## config.mk

```make
export PLATFORM = sky130hd
export DESIGN_NAME = fx_reg_bank_flat
export DESIGN_NICKNAME = d
export VERILOG_FILES = /design/src/rtl/fx_reg_bank_if.sv /design/src/rtl/fx_reg_bank.sv /design/src/flat_wrapper.sv
export SDC_FILE = /design/constraint.sdc
export NUM_CORES = 1
export LEC_CHECK = 0
export CAP_MARGIN = 20
export CELL_PAD_IN_SITES_DETAIL_PLACEMENT = 1
export CELL_PAD_IN_SITES_GLOBAL_PLACEMENT = 1
export CORE_ASPECT_RATIO = 1.4
export CORE_UTILIZATION = 38
export CTS_CLUSTER_DIAMETER = 100
export DETAILED_ROUTE_END_ITERATION = 6
export PLACE_DENSITY_LB_ADDON = 0.15
export SLEW_MARGIN = 25
export SYNTH_ARGS = -nofsm -noshare
export SYNTH_HDL_FRONTEND = slang
export SYNTH_SLANG_ARGS = --single-unit
```

## constraint.sdc

```tcl
create_clock -name clk_sys -period 3.4 [get_ports clk_sys]
set_clock_uncertainty 0.05 [all_clocks]
set_input_delay 1.02 -clock clk_sys [delete_from_list [all_inputs] [get_ports clk_sys]]
set_output_delay 1.02 -clock clk_sys [all_outputs]
set_load 0.02 [all_outputs]
```

## src/rtl/fx_reg_bank_if.sv

```systemverilog
// fx-bus access port: one write channel, one read channel, registered read data.
// The master drives strobes, addresses and write data; the slave returns fx_q.
interface fx_reg_bank_if;
    logic        fx_wr;
    logic [21:0] fx_waddr;
    logic [7:0]  fx_data;
    logic        fx_rd;
    logic [21:0] fx_raddr;
    logic [7:0]  fx_q;

    modport master (
        output fx_wr, fx_waddr, fx_data, fx_rd, fx_raddr,
        input  fx_q
    );

    modport slave (
        input  fx_wr, fx_waddr, fx_data, fx_rd, fx_raddr,
        output fx_q
    );
endinterface

```

## src/rtl/fx_reg_bank.sv

```systemverilog
// fx-bus register block: N_CFG 16-bit config registers with two-byte atomic commit,
// N_STU write-1-to-clear sticky status bits and a maskable registered interrupt.
module fx_reg_bank #(
    parameter int          N_CFG    = 4,
    parameter int          N_STU    = 8,
    parameter logic [15:0] CFG_BASE = 16'h0040,
    parameter logic [15:0] CFG_RST  = 16'h0030,
    parameter logic [7:0]  VERSION  = 8'h02
) (
    input  logic                 clk_sys,
    input  logic                 rst_n,
    input  logic [5:0]           dev_id,
    fx_reg_bank_if.slave         fx,
    input  logic [N_STU-1:0]     stu_event,
    output logic [16*N_CFG-1:0]  cfg_out,
    output logic [N_CFG-1:0]     cfg_upd,
    output logic                 irq
);
    localparam logic [15:0] OFF_ID      = 16'h0000;
    localparam logic [15:0] OFF_VERSION = 16'h0001;
    localparam logic [15:0] OFF_STICKY  = 16'h0010;
    localparam logic [15:0] OFF_LIVE    = 16'h0011;
    localparam logic [15:0] OFF_MASK    = 16'h0012;
    localparam logic [15:0] OFF_SCRATCH = 16'h0080;

    logic                   now_wr;
    logic                   now_rd;
    logic [15:0]            woff;
    logic [15:0]            roff;
    logic [N_CFG-1:0]       w_lo;
    logic [N_CFG-1:0]       w_hi;
    logic [N_CFG-1:0]       r_lo;
    logic [N_CFG-1:0]       r_hi;
    logic [N_CFG-1:0][15:0] cfg_q;
    logic [N_CFG-1:0][7:0]  wshadow;
    logic [7:0]             rshadow;
    logic [7:0]             scratch;
    logic [7:0]             rd_data;
    logic [N_STU-1:0]       sticky;
    logic [N_STU-1:0]       irq_mask;
    logic [N_STU-1:0]       sticky_nxt;
    logic [N_STU-1:0]       mask_nxt;
    logic [N_STU-1:0]       clr;

    assign now_wr  = fx.fx_wr && (fx.fx_waddr[21:16] == dev_id);
    assign now_rd  = fx.fx_rd && (fx.fx_raddr[21:16] == dev_id);
    assign woff    = fx.fx_waddr[15:0];
    assign roff    = fx.fx_raddr[15:0];
    assign cfg_out = cfg_q;

    // Per-register byte selects; register i owns CFG_BASE+2i (low) and +1 (high).
    for (genvar i = 0; i < N_CFG; i++) begin : g_dec
        localparam logic [15:0] LO_OFF = CFG_BASE + 16'(2 * i);
        localparam logic [15:0] HI_OFF = CFG_BASE + 16'(2 * i + 1);
        assign w_lo[i] = now_wr && (woff == LO_OFF);
        assign w_hi[i] = now_wr && (woff == HI_OFF);
        assign r_lo[i] = now_rd && (roff == LO_OFF);
        assign r_hi[i] = now_rd && (roff == HI_OFF);
    end

    // NOTE: every always_comb output gets a default first so no path infers a latch.
    always_comb begin
        clr      = '0;
        mask_nxt = irq_mask;
        if (now_wr && (woff == OFF_STICKY)) clr      = fx.fx_data[N_STU-1:0];
        if (now_wr && (woff == OFF_MASK))   mask_nxt = fx.fx_data[N_STU-1:0];
        // A live event outranks a same-cycle clear of the same bit.
        sticky_nxt = stu_event | (sticky & ~clr);
    end

    // Read mux works on current state, so a same-cycle write is not visible yet.
    always_comb begin
        rd_data = '0;
        if (now_rd) begin
            case (roff)
                OFF_ID:      rd_data = {2'b00, dev_id};
                OFF_VERSION: rd_data = VERSION;
                OFF_STICKY:  rd_data = 8'(sticky);
                OFF_LIVE:    rd_data = 8'(stu_event);
                OFF_MASK:    rd_data = 8'(irq_mask);
                OFF_SCRATCH: rd_data = scratch;
                default:     rd_data = '0;
            endcase
            for (int i = 0; i < N_CFG; i++) begin
                if (r_lo[i]) rd_data = cfg_q[i][7:0];
                if (r_hi[i]) rd_data = rshadow;
            end
        end
    end

    always_ff @(posedge clk_sys) begin
        if (!rst_n) begin
            // NOTE: the shadow arrays are reset too, so an aborted byte pair never leaks across reset.
            fx.fx_q  <= '0;
            cfg_q    <= {N_CFG{CFG_RST}};
            wshadow  <= '0;
            rshadow  <= '0;
            cfg_upd  <= '0;
            scratch  <= 8'h80;
            sticky   <= '0;
            irq_mask <= '0;
            irq      <= 1'b0;
        end else begin
            // NOTE: non-blocking assignments so every register samples pre-edge values.
            fx.fx_q  <= rd_data;
            cfg_upd  <= '0;
            sticky   <= sticky_nxt;
            irq_mask <= mask_nxt;
            irq      <= |(sticky_nxt & mask_nxt);
            if (now_wr && (woff == OFF_SCRATCH)) scratch <= fx.fx_data;
            for (int i = 0; i < N_CFG; i++) begin
                if (w_lo[i]) wshadow[i] <= fx.fx_data;
                if (w_hi[i]) begin
                    cfg_q[i]   <= {fx.fx_data, wshadow[i]};
                    cfg_upd[i] <= 1'b1;
                end
                if (r_lo[i]) rshadow <= cfg_q[i][15:8];
            end
        end
    end
endmodule

```

## src/flat_wrapper.sv

```systemverilog
// flat-port wrapper written by rule: the top's interface ports become plain ports
module fx_reg_bank_flat 
#(
    parameter int          N_CFG    = 4,
    parameter int          N_STU    = 8,
    parameter logic [15:0] CFG_BASE = 16'h0040,
    parameter logic [15:0] CFG_RST  = 16'h0030,
    parameter logic [7:0]  VERSION  = 8'h02
)
  (clk_sys, rst_n, dev_id, stu_event, cfg_out, cfg_upd, irq, fx_fx_wr, fx_fx_waddr, fx_fx_data, fx_fx_rd, fx_fx_raddr, fx_fx_q);
  fx_reg_bank_if fx_i ();
  input  logic clk_sys;
  input  logic rst_n;
  input  logic [5:0] dev_id;
  input  logic [N_STU-1:0] stu_event;
  output logic [16*N_CFG-1:0] cfg_out;
  output logic [N_CFG-1:0] cfg_upd;
  output logic irq;
  input wire logic [$bits(fx_i.fx_wr)-1:0] fx_fx_wr;
  input wire logic [$bits(fx_i.fx_waddr)-1:0] fx_fx_waddr;
  input wire logic [$bits(fx_i.fx_data)-1:0] fx_fx_data;
  input wire logic [$bits(fx_i.fx_rd)-1:0] fx_fx_rd;
  input wire logic [$bits(fx_i.fx_raddr)-1:0] fx_fx_raddr;
  output wire logic [$bits(fx_i.fx_q)-1:0] fx_fx_q;
  assign fx_i.fx_wr = fx_fx_wr;
  assign fx_i.fx_waddr = fx_fx_waddr;
  assign fx_i.fx_data = fx_fx_data;
  assign fx_i.fx_rd = fx_fx_rd;
  assign fx_i.fx_raddr = fx_fx_raddr;
  assign fx_fx_q = fx_i.fx_q;
  fx_reg_bank #(.N_CFG(N_CFG), .N_STU(N_STU), .CFG_BASE(CFG_BASE), .CFG_RST(CFG_RST), .VERSION(VERSION)) u_core (.clk_sys(clk_sys), .rst_n(rst_n), .dev_id(dev_id), .fx(fx_i), .stu_event(stu_event), .cfg_out(cfg_out), .cfg_upd(cfg_upd), .irq(irq));
endmodule
```

==> results <==
cells in the final DEF (no fill, tap or decap), types with 9 or more instances in the layout:
cell type and instances:
nand2_1 138, inv_1 9, mux2_2 10, nand4_1 10
nor2_1 74, mux2i_1 61, buf_4 88, dfxtp_1 141
o21ai_0 9, clkbuf_16 17, clkdlybuf4s50_1 146, nand3_1 10
a21oi_1 82, nor3_1 16, a22oi_1 16
state kept, by name (all words and copies together) (netlist names):
signal,count
u_core.fx.fx_q,8
u_core.irq_mask,8
u_core.cfg_out,64
u_core.sticky,8
u_core.cfg_upd,4
u_core.rshadow,8
u_core.irq,1
u_core.scratch,8
u_core.wshadow,32
cell families after synthesis:
group / count (synthesis) / synth area share (%)
and+or+nand+nor: 317 / 23.9
xor gates and xnor gates: 12 / 1.60
buffers and inverters: 67 / 5.65
DFF: 141 / 42.9
muxes: 71 / 11.0
AOI/OAI and AO/OA: 152 / 14.9
power groups by stage:
stage	sequential, mW	combinational (mW)	clock [mW]
2_1_floorplan	1.70	0.114	0
3_5_place_dp	1.70	0.285	0
3_3_place_gp	1.70	0.279	0
6_report	1.66	0.288	1.91
4_1_cts	1.66	0.286	1.92
5_1_grt	1.66	0.304	2.01
Yosys cell counts (5+ instances only):
library cell / instances / area [sq um]
a22oi_1: 16 / 120
or4b_2: 5 / 50.1
nor2b_1: 5 / 31.3
o21ai_0: 9 / 45.0
a21oi_1: 82 / 410
xor2_1: 6 / 52.6
a221oi_1: 5 / 43.8
a31oi_1: 5 / 31.3
nand4_1: 10 / 62.6
clkbuf_1: 28 / 105
nor2_1: 74 / 278
or2_2: 5 / 31.3
clkbuf_8: 5 / 68.8
dfxtp_1: 141 / 2820
nor4_1: 6 / 37.5
nor3_1: 16 / 80.1
nor3_2: 5 / 50.1
nand2_1: 138 / 518
nand3_1: 10 / 50.1
mux2_2: 10 / 113
xnor2_1: 6 / 52.6
mux2i_1: 61 / 611
buf_6: 5 / 56.3
inv_1: 9 / 33.8
o221ai_1: 7 / 61.3
buf_2: 14 / 70.1
worst reg2reg max path: cells and delay by family, from the launching register on:
| family | cells | cell delay (ps) |
|---|---|---|
| AOI/OAI and AO/OA | 4 | 1040 |
| DFF | 1 | 370 |
final cells by class:
class / instances / area (sq um) / area share, %
Inverter: 10 / 38.8 / 0.418
Clock buffer: 19 / 443 / 4.77
Sequential cell: 141 / 2820 / 30.4
Tap cell: 203 / 254 / 2.74
Timing Repair Buffer: 237 / 2180 / 23.5
Clock inverter: 13 / 156 / 1.69
Multi-Input combinational cell: 552 / 3380 / 36.5
per-stage QoR:
stage               setup WS [ps]  std cells  hold WS, ps
CTS                           146       1175          410
global route                 10.3       1175          434
global placement             -196       1143          389
floorplan                     241        760          383
detailed placement           -289       1143          398
finish                        134       1175          408
how the worst max path moves through the flow:
stage | endpoint | slack [ps] | cells past startpoint
after floorplan | u_core.cfg_out[46]$_SDFFE_PN0P_ | 240 | 9
after global placement | u_core.rshadow[4]$_SDFFE_PN0P_ | -200 | 8
after detailed placement | u_core.fx.fx_q[5]$_SDFF_PN0_ | -290 | 8
after CTS | u_core.rshadow[7]$_SDFFE_PN0P_ | 150 | 8
after global routing | u_core.fx.fx_q[3]$_SDFF_PN0_ | 10 | 10
final | u_core.rshadow[7]$_SDFFE_PN0P_ | 130 | 8
metal layers:
layer / global-route usage, % / part of all wire, % / up-vias
li1: - / - / 3096
met1: 32.8 / 40 / 3263
met2: 53.8 / 51 / 208
met3: 5.97 / 5.1 / 58
met4: 13.9 / 3.7 / 0
met5: 0 / 0 / -
==> results.toml <==
[clocking]
clkTransAtPathRegs_ps = 60
root_buffer = "clkbuf_16"
cts_tree = "built"
cts_resized = 0
cts_setup_buffers = 0
cts_hold_buf = 0
cts_made_buffers = 17
cts_sinks = 141
cts.path.max_buffers = 2
cts_max_level = 4
clkLatencyLatePin_ps = 430

[critical_path]
critPathSlowestCell = "or3_2"
cp.required_ps = 3630
path_buf_inv = 2
cp-startpoint = "fx_fx_raddr[5]"
rrSetupSlack_ps = 1830
cp_max_fo = 8
critPathLaunchType = "input pin"
path_class = "input pin to register"
end_kind = "register"
cp_cell_sequence = "clkdlybuf4s50_1, buf_4, nor3b_1, nand4b_1, or4_4, or3_2, o221ai_1, a21oi_1"
critPathArrivalTime_ps = 3500
reg2reg_to = "u_core.fx.fx_q[3]$_SDFF_PN0_"
crit_family = "simple AND/OR/NAND/NOR gates"
critPathMaxStageDelay_ps = 540
reg2reg_depth = 4
reg2reg_from = "u_core.rshadow[3]$_SDFFE_PN0P_"

[synth]
syn-cell-area_sq_um = 6580
synth_enable_flop_cells = 0
synth.avg_cell_area_sq_um = 8.65
synthCells = 760
ys_async_sr_fraction_pct = 0
synth_ff_type = "dfxtp_1"
ys_warn_count = 0
ys_seq_area_share_pct = 42.9
ys_ff_latch = 141
ys_types = 74
synth_fp_nets = 830

[die]
dieArea_sq_um = 17800
coreArea_sq_um = 16800
dieWidth_um = 113
io_pins = 147
std_cell_rows = 56
die_height_um = 158
initial_utilization_pct = 39.1

[pwr]
power_mw = 3.86
sw_frac_of_total_pct = 24.6
leakagePower_nw = 3.28
p_int_mw = 2.91
power.density_nw_per_um2 = 416
clock_power_share_pct = 49.5
pwr-share-seq_pct = 43.1
comb_power_share_pct = 7.5
peakVddDrop_mv = 0.267
power.switching_mw = 0.951

[sta]
slew_headroom_pct = 62.3
fin_crit_ps = 3270
fin_tns_setup_ps = 0
period_share_pct = 96.1
rsz0062_at_grt = "false"
finalSetupViolations = 0
fmax_mhz = 306
tightestPinTransition_ps = 565
slew_viol_final = 0
finalHoldViolations = 0

[grt]
grt_pass1_wl_um = 39600
grt_pass1_vias = 7197
grt_usage_pct = 29.5
grt_max_degree = 124
grt-ovfl-total = 0
grt_antenna_before_repair = 0

[final_layout]
syn2layout_area_growth_pct = 41.1
diodes = 0
layout.nets = 1029
final_cell_area_sq_um = 9280
final_util_pct = 55.2
fillCellCount = 1945
final_layout_size_suffix_gt1_share_pct = 17.3

[worst_hold_path]
min_from = "u_core.wshadow[11]$_SDFFE_PN0P_"
holdPathEnd = "u_core.cfg_out[19]$_SDFFE_PN0P_"
worst_hold_path.num_cells = 2
min_path_type = "register to register"

[route]
dr.pass1.iters = 4
dr.first_iter.drc_count = 333
vias_per_cell = 5.64
wire_per_inst_um = 22.0
wl_um = 25800
remaining_drc_errors = 0
via_count = 6625
antenna_left = 0

[place]
placed_area_sq_um = 8680
gp_congestion = 0.871
dpl.hpwl_um = 19100
io_buffers = 146

[status]
status = "complete, no violations"

[flow_run]
drv_cap = 0
Power figures use the tool's default switching activity.
==> RTL edit 1: new RTL, same flow settings <==
Make the reset (`rst_n`) asynchronous in one clocked block.
--- a/src/rtl/fx_reg_bank.sv
+++ b/src/rtl/fx_reg_bank.sv
@@ -90,3 +90,3 @@
 
-    always_ff @(posedge clk_sys) begin
+    always_ff @(posedge clk_sys or negedge rst_n) begin
         if (!rst_n) begin
Function: differs if rst_n is asserted again (counterexample within 4 cycles, from zero or initial values and one cycle with rst_n low); with rst_n held inactive, the same outputs for 4 cycles.
==> RTL edit 1 against the original RTL <==
Worst setup slack better by 0.074 ns. Total power down 2.5%. Utilization up 0.53 points. Wire length down 9.2%. Design area up 4.9%. Count of clock-buffer cells in the layout down 1. Worst hold slack better by 0.047 ns. Sequential cell count unchanged. Critical path depth unchanged. Combinational power about the same. Clock power down 6%. Synthesized area up 3.7%.
==> RTL edit 1: results (changes against the original RTL) <==
Status: finished, final reports clean
Syn_nets: 627 (-24%)
Synth top cells by count: dfrtp_1 (132), mux2_2 (119), nand2_1 (33), nor2_1 (24), a22oi_1 (21)
Worst Hold Class: primary input to asynchronous set/reset pin
Routed vias/inst: 5.48 (-2.7%)
Multi-input combinational area share: 0.320 (-0.0447)
DRT iter0 DRCs: 303 (-9.0%)
Area contributors post-synth: dfrtp_1 (48%), mux2_2 (20%), dfstp_2 (3.5%), a22oi_1 (2.3%), nand2_1 (1.8%)
Drt wl/cell: 23.0 µm (+4.7%)
Final nets: 840 (-18%)
Sw Share: 0.243 (-0.00345)
P_leak: 4.29 nW (+31%)
Hold_ws: 0.455 ns (+0.0472 ns)
Worst EP arrival: 3.44 ns (-0.06 ns)
Flop pwr share: 0.445 (+0.014)
Number of global-route vias before repair: 6397 (-11%)
First-pass GRT wire length: 36100 µm (-8.7%)
Placement Setup Slack: -0.216 ns (+0.0735 ns)
Sequential cell area share: 0.364 (+0.0594)
R2R cell count: 6 (+2)
Seq Cell Count: 141 (unchanged)
Detailed placement HPWL: 17500 µm (-8.2%)
Post-CTS setup buffers: 0 (unchanged)
Share of cells above drive strength 1: 0.337 (+0.164)
Sequential-to-total area share from yosys stat: 0.519 (+0.0898)
Share of the clock period used by the worst path: 0.939 (-0.0218)
Asr flop ratio synth: 1.00 (+1.00)
R2R setup slack: 1.56 ns (-0.27 ns)
Avg Synthesized Cell Area: 12.2 µm² (+42%)
Worst R2R End: u_core.fx.fx_q[0]
Pwr Density: 387 nW/µm² (-7.0%)
Placed cell area: 9170 µm² (+5.6%)
Reg2reg start: u_core.cfg_out[48]
Drt first pass iters: 7 (+3)
Synthesized area: 6820 µm² (+3.7%)
Placed cells: 987 (-14%)
Clock Tree Root: clkbuf_16
Worst Setup EP: u_core.scratch[6]
Inverters: 8 (-2)
Main synth FF type: dfrtp_1
Multi-Input Combinational: 378 (-32%)
Largest net degree at the start of global routing: 68 (-45%)
Sw Pwr: 915 µW (-3.8%)
CP Launch Point: fx_fx_waddr[9]
Number of non-clock buffers in the layout: 224 (-5.5%)
Clk pwr share: 0.478 (-0.017)
Skew-Pair Late Insertion Delay: 0.43 ns (about the same)
Signal buffers share of area: 0.225 (-0.0106)
Cts bufs inserted: 17 (unchanged)
VDD IR max: 243 µV (-9.2%)
Max stage delay cell, worst path: or4_4
CLK BUF: 18 (-1)
GP Congestion: 0.941 (+8.1%)
# port buffers: 146 (unchanged)
Routed WL: 23400 µm (-9.2%)
Number of distinct library cells after synthesis: 58 (-22%)
Clock network area share: 0.0586 (-0.00598)
Worst rel slew slack: 0.529 (-0.0947)
Fill cells: 1794 (-7.8%)
GRT Total Usage: 0.267 (-0.0281)
## RTL edit 1: cell types whose count changed in the layout (fill, tap and decap cells not counted), moves of 52 or more
cell / unedited run / this run
a21oi_1: 82 / 2
dfrtp_1: 0 / 132
dfxtp_1: 141 / 0
mux2_2: 10 / 119
mux2i_1: 61 / 9
nand2_1: 138 / 33
## RTL edit 1: logic make-up (layout without fill, tap and decap cells)
kind of cell    Yosys count  after routing  synth area share
xor+xnor                 12             12            0.0154
compound gates           90             90             0.102
mux                     128            128             0.210
flops                   141            141             0.519
simple gates            148            148             0.129
buf+inv                  38            264            0.0246
## RTL edit 1: per-layer routing
metal | vias to the layer above | routed length [µm] | global-route usage
li1 | 2524 | - | -
met1 | 2840 | 9030 | 0.298
met2 | 174 | 12200 | 0.474
met3 | 51 | 1100 | 0.0491
met4 | 0 | 1130 | 0.147
met5 | - | 0 | 0
## RTL edit 1: critical path: cells and delay by family
family	cells	cell delay [ns]
AND/OR/NAND/NOR	5	1.52
buffers and inverters	2	0.56
multiplexers	1	0.33
==> RTL edit 2: new RTL, config.mk and constraints unchanged <==
Made on the original files. `N_STU` is set to 8 in 2 places; all go to 4.
--- a/src/rtl/fx_reg_bank.sv
+++ b/src/rtl/fx_reg_bank.sv
@@ -4,3 +4,3 @@
     parameter int          N_CFG    = 4,
-    parameter int          N_STU    = 8,
+    parameter int          N_STU    = 4,
     parameter logic [15:0] CFG_BASE = 16'h0040,
--- a/src/flat_wrapper.sv
+++ b/src/flat_wrapper.sv
@@ -4,3 +4,3 @@
     parameter int          N_CFG    = 4,
-    parameter int          N_STU    = 8,
+    parameter int          N_STU    = 4,
     parameter logic [15:0] CFG_BASE = 16'h0040,
Ports: changed (resized stu_event); port bits go from 147 to 143. The function was not compared with the original's and may differ.
==> RTL edit 2 against the original RTL <==
Non-clock buffer count shrank 32. Cell count shrank 6.4%. Total power shrank 2.9%. Critical path depth is the same. Wire length shrank 1.1%. Sequential cell count shrank 8. Worst setup slack gained 0.0039 ns. Synthesized area shrank 7.6%. Design area shrank 6.5%. Global-route usage grew 2.4 points. Largest power group unchanged.
==> RTL edit 2: results (changes against the original RTL) <==
Status: finished, final reports clean
Sw Share: 0.252 (+0.00534)
# port buffers: 142 (-2.7%)
Placement Setup Slack: -0.299 ns (-0.00997 ns)
GR Layer Usage met1: 0.355 (+0.0269)
Placed cell area: 8060 µm² (-7.1%)
Final nets: 957 (-7.0%)
Multi-input gate area: 3160 µm² (-6.7%)
Largest stage delay, worst path: 0.59 ns (+0.05 ns)
Yosys reg bits: 133 (-5.7%)
Tap Cells: 196 (-3.4%)
Final Util: 0.556 (+0.00402)
Detailed placement HPWL: 19200 µm (+0.79%)
DR WL met3: 1150 µm (-12%)
Fin cells: 1100 (-6.4%)
Worst EP arrival: 3.52 ns (+0.02 ns)
GP Congestion: 0.893 (+2.5%)
Multi-Input Combinational: 526 (-4.7%)
Number of global-route vias before repair: 6510 (-9.5%)
Number of distinct library cells after synthesis: 64 (-14%)
Area contributors post-synth: dfxtp_1 (44%), mux2i_1 (12%), nand2_1 (7.2%), a21oi_1 (5.5%), nor2_1 (5.3%)
Vias: 6183 (-6.7%)
Worst rel slew slack: 0.518 (-0.105)
DRT iter0 DRCs: 312 (-6.3%)
Met2 GRT Util: 0.572 (+0.0340)
Synth Instances: 715 (-5.9%)
Register area: 2660 µm² (-5.7%)
First-pass GRT wire length: 38000 µm (-4.0%)
Synth top cells by count: dfxtp_1 (133), nand2_1 (116), nor2_1 (86), mux2i_1 (75), a21oi_1 (67)
Syn_nets: 781 (-5.9%)
Routed WL: 25500 µm (-1.1%)
Max stage delay cell, worst path: or4_4
P_leak: 3.45 nW (+5.1%)
GRT Total Usage: 0.319 (+0.0238)
VDD IR max: 315 µV (+18%)
RTL edit 2: cell count changes in the layout (fill, tap and decap cells not counted), moves of 9 or more:
cell,unedited run,this run
buf_4,88,57
o21ai_0,9,24
nand3_1,10,19
nand2_1,138,116
mux2i_1,61,75
a21oi_1,82,67
a22oi_1,16,3
nor2_1,74,86
RTL edit 2: logic make-up after synthesis:
group                  after synthesis  synth area share
multiplexers                        77             0.127
buffers and inverters               56            0.0420
XOR/XNOR                            13            0.0187
AO/OA/AOI/OAI                      144             0.148
flip-flops                         133             0.438
AND/OR/NAND/NOR                    292             0.226
RTL edit 2: final timing paths:
kind | depth (start not counted) | startpoint | slack [ns] | endpoint
max | 8 | fx_fx_raddr[11] | 0.14 | u_core.rshadow[4]
min | 2 | u_core.wshadow[0] | 0.42 | u_core.cfg_out[0]
max reg2reg | 7 | u_core.scratch[1] | 1.82 | u_core.fx.fx_q[1]
min reg2reg | 2 | u_core.wshadow[0] | 0.42 | u_core.cfg_out[0]
